--- src/rtl/coco_sector_parser.sv ---
// coco_sector_parser
//   Parses the fields that follow the CoCo FM address marks. An ID field (track, side,
//   sector, size, CRC) is latched and, while it is still within its pairing window, a
//   following data or deleted-data field is streamed out byte by byte with its index.
//   CRC-16/CCITT (poly 0x1021, preset 0xFFFF) is run over the mark byte and all field
//   bytes, so a good field leaves a residue of zero.
// Ports
//   clk, reset_n                 clock, asynchronous active-low reset
//   enable                       low parks the parser in idle and drops any latched ID
//   am_id/am_data/am_deleted     1-clk address-mark strobes (priority in that order)
//   byte_in/byte_valid           decoded field byte and its strobe
//   id_*                         last ID field contents; id_valid pulses on completion
//   data_out/data_valid/index    payload stream, CRC bytes not emitted
//   sector_*                     data field completion status
//   err_timeout/abort/orphan     1-clk error pulses
module coco_sector_parser #(
  parameter int unsigned MAX_LEN_CODE   = 3,
  parameter int unsigned ID_WINDOW_CLKS = 65536,
  parameter int unsigned TIMEOUT_CLKS   = 4096
) (
  input  logic       clk,
  input  logic       reset_n,
  input  logic       enable,
  input  logic       am_id,
  input  logic       am_data,
  input  logic       am_deleted,
  input  logic [7:0] byte_in,
  input  logic       byte_valid,
  output logic       id_valid,
  output logic [7:0] id_track,
  output logic [7:0] id_side,
  output logic [7:0] id_sector,
  output logic [7:0] id_size,
  output logic       id_crc_ok,
  output logic [7:0] data_out,
  output logic       data_valid,
  output logic [9:0] data_index,
  output logic       sector_done,
  output logic       sector_crc_ok,
  output logic       sector_deleted,
  output logic       err_timeout,
  output logic       err_abort,
  output logic       err_orphan
);

  localparam int unsigned WinW = $clog2(ID_WINDOW_CLKS + 1);
  localparam int unsigned ToW  = $clog2(TIMEOUT_CLKS + 1);
  localparam logic [1:0]  MaxCode = (MAX_LEN_CODE > 3) ? 2'd3 : 2'(MAX_LEN_CODE);

  typedef enum logic [1:0] {StIdle, StId, StData} state_e;

  function automatic logic [15:0] crc_step(input logic [15:0] crc, input logic [7:0] b);
    logic [15:0] c;
    c = crc;
    for (int i = 7; i >= 0; i--) begin
      if (c[15] ^ b[i]) c = {c[14:0], 1'b0} ^ 16'h1021;
      else              c = {c[14:0], 1'b0};
    end
    return c;
  endfunction

  state_e           state_q, state_d;
  logic [15:0]      crc_q, crc_d;
  logic [10:0]      cnt_q, cnt_d;
  logic [WinW-1:0]  win_q, win_d;
  logic [ToW-1:0]   to_q, to_d;
  logic             latched_q, latched_d;
  logic             del_q, del_d;
  logic [7:0]       track_q, track_d, side_q, side_d, sector_q, sector_d, size_q, size_d;
  logic             id_valid_q, id_valid_d, id_crc_ok_q, id_crc_ok_d;
  logic [7:0]       data_out_q, data_out_d;
  logic             data_valid_q, data_valid_d;
  logic [9:0]       data_index_q, data_index_d;
  logic             done_q, done_d, sec_ok_q, sec_ok_d, sec_del_q, sec_del_d;
  logic             e_to_q, e_to_d, e_ab_q, e_ab_d, e_or_q, e_or_d;

  logic        am_any;
  logic [1:0]  len_code;
  logic [10:0] data_len;
  logic [15:0] crc_next;

  assign am_any   = am_id | am_data | am_deleted;
  assign len_code = (size_q[1:0] > MaxCode) ? MaxCode : size_q[1:0];
  assign data_len = 11'd128 << len_code;
  assign crc_next = crc_step(crc_q, byte_in);

  always_comb begin
    state_d      = state_q;
    crc_d        = crc_q;
    cnt_d        = cnt_q;
    win_d        = win_q;
    to_d         = to_q;
    latched_d    = latched_q;
    del_d        = del_q;
    track_d      = track_q;
    side_d       = side_q;
    sector_d     = sector_q;
    size_d       = size_q;
    id_valid_d   = 1'b0;
    id_crc_ok_d  = id_crc_ok_q;
    data_out_d   = data_out_q;
    data_valid_d = 1'b0;
    data_index_d = data_index_q;
    done_d       = 1'b0;
    sec_ok_d     = sec_ok_q;
    sec_del_d    = sec_del_q;
    e_to_d       = 1'b0;
    e_ab_d       = 1'b0;
    e_or_d       = 1'b0;

    if (!enable) begin
      state_d   = StIdle;
      latched_d = 1'b0;
      crc_d     = 16'hFFFF;
      cnt_d     = '0;
      win_d     = '0;
      to_d      = '0;
    end else begin
      // Pairing window ages every clock; an expired window drops the ID.
      if (latched_q) begin
        if (win_q != '0) win_d = win_q - 1'b1;
        if (win_q <= WinW'(1)) latched_d = 1'b0;
      end

      if (am_any) begin
        // A mark always restarts parsing; any byte in the same clock is the mark itself.
        if (state_q != StIdle) e_ab_d = 1'b1;
        state_d = StIdle;
        crc_d   = 16'hFFFF;
        cnt_d   = '0;
        to_d    = ToW'(TIMEOUT_CLKS);
        if (am_id) begin
          state_d = StId;
          crc_d   = crc_step(16'hFFFF, 8'hFE);
        end else if (latched_q) begin
          state_d = StData;
          del_d   = ~am_data;
          crc_d   = crc_step(16'hFFFF, am_data ? 8'hFB : 8'hF8);
        end else begin
          e_or_d = 1'b1;
        end
      end else if (state_q != StIdle) begin
        if (byte_valid) begin
          crc_d = crc_next;
          cnt_d = cnt_q + 11'd1;
          to_d  = ToW'(TIMEOUT_CLKS);
          if (state_q == StId) begin
            case (cnt_q[2:0])
              3'd0:    track_d  = byte_in;
              3'd1:    side_d   = byte_in;
              3'd2:    sector_d = byte_in;
              3'd3:    size_d   = byte_in;
              default: ;
            endcase
            if (cnt_q == 11'd5) begin
              state_d     = StIdle;
              id_valid_d  = 1'b1;
              id_crc_ok_d = (crc_next == 16'h0000);
              latched_d   = (crc_next == 16'h0000);
              if (crc_next == 16'h0000) win_d = WinW'(ID_WINDOW_CLKS);
            end
          end else begin
            if (cnt_q < data_len) begin
              data_out_d   = byte_in;
              data_valid_d = 1'b1;
              data_index_d = cnt_q[9:0];
            end
            if (cnt_q == data_len + 11'd1) begin
              state_d   = StIdle;
              done_d    = 1'b1;
              sec_ok_d  = (crc_next == 16'h0000);
              sec_del_d = del_q;
              latched_d = 1'b0;
            end
          end
        end else if (to_q <= ToW'(1)) begin
          state_d   = StIdle;
          e_to_d    = 1'b1;
          latched_d = 1'b0;
        end else begin
          to_d = to_q - 1'b1;
        end
      end
    end
  end

  always_ff @(posedge clk or negedge reset_n) begin
    if (!reset_n) begin
      state_q      <= StIdle;
      crc_q        <= 16'hFFFF;
      cnt_q        <= '0;
      win_q        <= '0;
      to_q         <= '0;
      latched_q    <= 1'b0;
      del_q        <= 1'b0;
      track_q      <= '0;
      side_q       <= '0;
      sector_q     <= '0;
      size_q       <= '0;
      id_valid_q   <= 1'b0;
      id_crc_ok_q  <= 1'b0;
      data_out_q   <= '0;
      data_valid_q <= 1'b0;
      data_index_q <= '0;
      done_q       <= 1'b0;
      sec_ok_q     <= 1'b0;
      sec_del_q    <= 1'b0;
      e_to_q       <= 1'b0;
      e_ab_q       <= 1'b0;
      e_or_q       <= 1'b0;
    end else begin
      state_q      <= state_d;
      crc_q        <= crc_d;
      cnt_q        <= cnt_d;
      win_q        <= win_d;
      to_q         <= to_d;
      latched_q    <= latched_d;
      del_q        <= del_d;
      track_q      <= track_d;
      side_q       <= side_d;
      sector_q     <= sector_d;
      size_q       <= size_d;
      id_valid_q   <= id_valid_d;
      id_crc_ok_q  <= id_crc_ok_d;
      data_out_q   <= data_out_d;
      data_valid_q <= data_valid_d;
      data_index_q <= data_index_d;
      done_q       <= done_d;
      sec_ok_q     <= sec_ok_d;
      sec_del_q    <= sec_del_d;
      e_to_q       <= e_to_d;
      e_ab_q       <= e_ab_d;
      e_or_q       <= e_or_d;
    end
  end

  assign id_valid       = id_valid_q;
  assign id_track       = track_q;
  assign id_side        = side_q;
  assign id_sector      = sector_q;
  assign id_size        = size_q;
  assign id_crc_ok      = id_crc_ok_q;
  assign data_out       = data_out_q;
  assign data_valid     = data_valid_q;
  assign data_index     = data_index_q;
  assign sector_done    = done_q;
  assign sector_crc_ok  = sec_ok_q;
  assign sector_deleted = sec_del_q;
  assign err_timeout    = e_to_q;
  assign err_abort      = e_ab_q;
  assign err_orphan     = e_or_q;

endmodule

--- config.mk ---
export PLATFORM = sky130hd
export DESIGN_NAME = coco_sector_parser
export DESIGN_NICKNAME = d
export VERILOG_FILES = /design/src/rtl/coco_sector_parser.sv
export SDC_FILE = /design/constraint.sdc
export NUM_CORES = 1
export LEC_CHECK = 0
export CAP_MARGIN = 40
export CORE_MARGIN = 1.5
export CORE_UTILIZATION = 36
export CTS_CLUSTER_DIAMETER = 40
export DETAILED_ROUTE_END_ITERATION = 16
export PLACE_DENSITY = 0.63
export SYNTH_ARGS = -nofsm -noshare
export SYNTH_HDL_FRONTEND = slang
export SYNTH_SLANG_ARGS = --single-unit
export TNS_END_PERCENT = 100
--- constraint.sdc ---
create_clock -name clk -period 2.7 [get_ports clk]
set_input_delay 0.54 -clock clk [delete_from_list [all_inputs] [get_ports clk]]
set_output_delay 0.54 -clock clk [all_outputs]
set_load 0.02 [all_outputs]
==> results by group <==
Final layout
  – Design area: between 7000 and 8000 um^2
  – Layout cells sized above 1: 24.9%
  – N_diodes: 0
  – Nets: 679
  – Area grow syn2layout: 33.2%
  – Commonest non-fill, non-tap cell in the layout: dfrtp_1
  – Most frequent cells in the layout: dfrtp_1, nor2_1, clkdlybuf4s50_1
  – Layout Cells excl Fill: 878

Clocking
  – CTS tree: yes
  – CTS clk-pin slew, worst paths: 0.06 ns
  – Post-CTS setup buffers: 0
  – Number of buffers created by CTS: 17
  – # hold bufs at CTS: 0
  – CTS Buffer Depth: 2
  – Clk sink count: 120
  – CTS resizes: 0
  – H-tree levels: 4
  – CTS Root Cell: clkbuf_16
  – Clk Latency, worst-skew pair: 0.42 ns

Route
  – WL met2: roughly 6900 um
  – Via-to-Cell Ratio: ~5
  – Vias after detailed routing: around 4300
  – Met1 Routed Length: 6180 um
  – Starting DRC count in detailed routing: 290
  – DR WL/cell: 15.6 um
  – Length of the first detailed-routing pass in iterations: 4
  – Metal3 WL: 403 um
  – Total length of routed wires: around 14000 um
  – Highest routed layer: met4
  – Post-route ant nets: 0
  – DRC viols: 0

GRT
  – Initial antenna violation count: 0
  – GRT Total Usage: 17.4%
  – GRT overflow: 0
  – First-pass GRT wire length: approximately 23000 um
  – Largest net degree at the start of global routing: 45
  – Vias in the first global route: about 4500

Worst setup path
  – Slowest stage delay, CP: around 0.57 ns
  – CP required: approximately 3.0 ns
  – CP Data Arrival Time: 2.75 ns
  – Delay-heaviest family, CP: simple AND/OR/NAND/NOR gates
  – Worst Path Buf+Inv: 2
  – Worst-path cell chain: clkdlybuf4s50_1 > xnor2_2 > xor2_1 > nand4_1 > or4b_4 > o41ai_4 > buf_12 > nor2_1
  – Crit end category: flop
  – Critical-path top delay cell: or4b_4
  – Startpoint Class: primary input
  – Crit Path Max Fanout: 16
  – WS Path Type: primary input to flop

Power and ir drop
  – Internal: 3.29 mW
  – P_sw: 1.08 mW
  – Gate power share: under 10%
  – Sw frac: 24.7%
  – Power Dens Cells: 562 nW/um^2
  – Sequential power share: a little over two fifths
  – Worst vdd ir: 0.446 mV
  – Static leakage power: 3.43 nW
  – Clk network pwr share: 48.1%

Timing
  – Final setup vio count: 0
  – Highest clock rate: 407 MHz
  – Min Tclk post-route: about 2.5 ns
  – Final Hold Vio Count: 0
  – Tcrit/Tclk final: about nine tenths
  – Rel. slew slack: 61.6%
  – Layout Skew: 0.00692 ns
  – Worst Tran Pin Value: ~0.58 ns
  – Setup TNS: 0 ns
  – Hold WS: 0.123 ns
  – Setup repair after global routing missed its margin: false
  – Max Transition Viols Final: 0

Yosys
  – Top cell type's share of synthesized area: 44.5%
  – Syn Inst Count: 526
  – Post-synth EDFFs: 0
  – Post-synth ARST share: 100%
  – Synth area leaders: dfrtp_1, mux2_2, dfstp_2, nor2_1, xor2_1
  – Seq/Total Area, Yosys: 51.7%
  – Netlist cell types: 56
  – Synth warnings: 0
  – #FFs+latches synth: between 100 and 150
  – Dominant cell type by area after synthesis: dfrtp_1
  – Synth Cell Area: 5850 um^2
  – Syn nets: 556
  – Avg Inst Size Synth: 11.1 um^2
  – Top_reg_cell synth: dfrtp_1

Placement
  – Port bufs: 73
  – Global placement routability congestion: 0.807
  – Final HPWL DP: between 10000 and 15000 um
  – Inst Count DP: 846
  – DP Area: 7230 um^2

Floorplanning
  – Die Ht: roughly 130 um
  – Rows: 46
  – Die area: 17000 um^2
  – Io pins: 74
  – Die W: 130 um
  – Starting Density: 36.8%
  – Core area: 15900 um^2

Worst hold path
  – Hold WC Path Type: primary input to async pin

Run status
  – Run status: finished clean

Flow run
  – Max cap viols: 0
[area by class of cell]
class | instances | area, um^2
inverters | 11 | 41.3
well taps | 216 | 270
clock buffers | 17 | 425
repair buffers | 123 | 1190
fillers | 1465 | 8100
clock inverters | 15 | 130
flip-flops and latches | 120 | 3030
multi-input cells | 376 | 2710
[logic make-up (layout without fill, tap and decap cells)]
family                     after synthesis  after routing  synth area share (%)
muxes                                   59             59                  11.3
DFF                                    120            120                  51.7
and+or+nand+nor                        190            190                  15.9
AOI/OAI and AO/OA                       60             60                  7.66
adders and majority gates               15             15                  3.21
buffers and inverters                   30            166                  2.08
xor gates and xnor gates                52             52                  8.17
[path summary, 6_finish.rpt]
path                                        start  slack, ns  cells after the start                       to
hold reg to reg                 del_q$_DFFE_PN0P_       0.49                      2        del_q$_DFFE_PN0P_
min in group clk                del_q$_DFFE_PN0P_       0.49                      2        del_q$_DFFE_PN0P_
max in group asynchronous                 reset_n       1.89                      2     crc_q[0]$_DFFE_PN1P_
setup reg to reg           id_size[1]$_DFFE_PN0P_       0.25                      8  data_out[1]$_DFFE_PN0P_
hold / removal                            reset_n       0.12                      1     cnt_q[4]$_DFFE_PN0P_
setup / recovery                       byte_in[5]       0.24                      8      win_q[11]$_DFF_PN0_
[synth_stat cells, types with 3 or more instances]
cell type	instances
dfrtp_1	104
nor2_1	73
mux2_2	55
nand2_1	34
xor2_1	26
xnor2_1	23
o21ai_0	17
clkbuf_1	16
dfstp_2	16
ha_1	15
nor3_1	15
inv_1	11
nand3_1	10
a21oi_1	8
nand4_1	7
or3_1	7
and2_1	6
o211ai_1	6
o21a_1	6
and3_1	5
nand4b_1	5
nor4_1	5
mux2i_1	4
nand2b_1	4
o22a_1	4
a32o_1	3
nor2b_1	3
nor3b_1	3
or2_2	3
[metal layers]
layer | GRT usage, % | vias up
met4 | 5.88 | 0
li1 | - | 2084
met5 | 0 | -
met2 | 28.8 | 57
met1 | 22.5 | 2154
met3 | 4.19 | 12
[worst reg2reg max path, stage by stage, from the launching register on]
cell and delay (ns):
dfrtp_2 0.45, or2_4 0.25, ha_1 0.27, o21a_1 0.16, o21ai_0 0.15, nand2b_1 0.11, a2111oi_4 0.35, buf_12 0.22
mux2_2 0.37
[power by group through the flow]
stage	combinational (mW)	sequential (mW)	clock, mW
2_1_floorplan	0.171	1.91	0
3_3_place_gp	0.405	1.89	0
3_5_place_dp	0.412	1.89	0
4_1_cts	0.415	1.86	2.16
5_1_grt	0.448	1.86	2.23
6_report	0.410	1.86	2.10
[stage by stage]
step	setup WS [ns]	utilization, %	total power, mW
2_1_floorplan	0.0547	-	2.08
3_3_place_gp	-0.169	45.5	2.30
3_5_place_dp	-0.183	45.5	2.30
4_1_cts	0.254	49.0	4.43
5_1_grt	0.119	49.0	4.54
6_report	0.243	49.0	4.38
[sequential cells by signal, summed over array words and instances (netlist names), 10 cells and up]
name        flops
win_q          17
data_index     10
cnt_q          11
to_q           13
crc_q          16
Power figures use the tool's default switching activity.
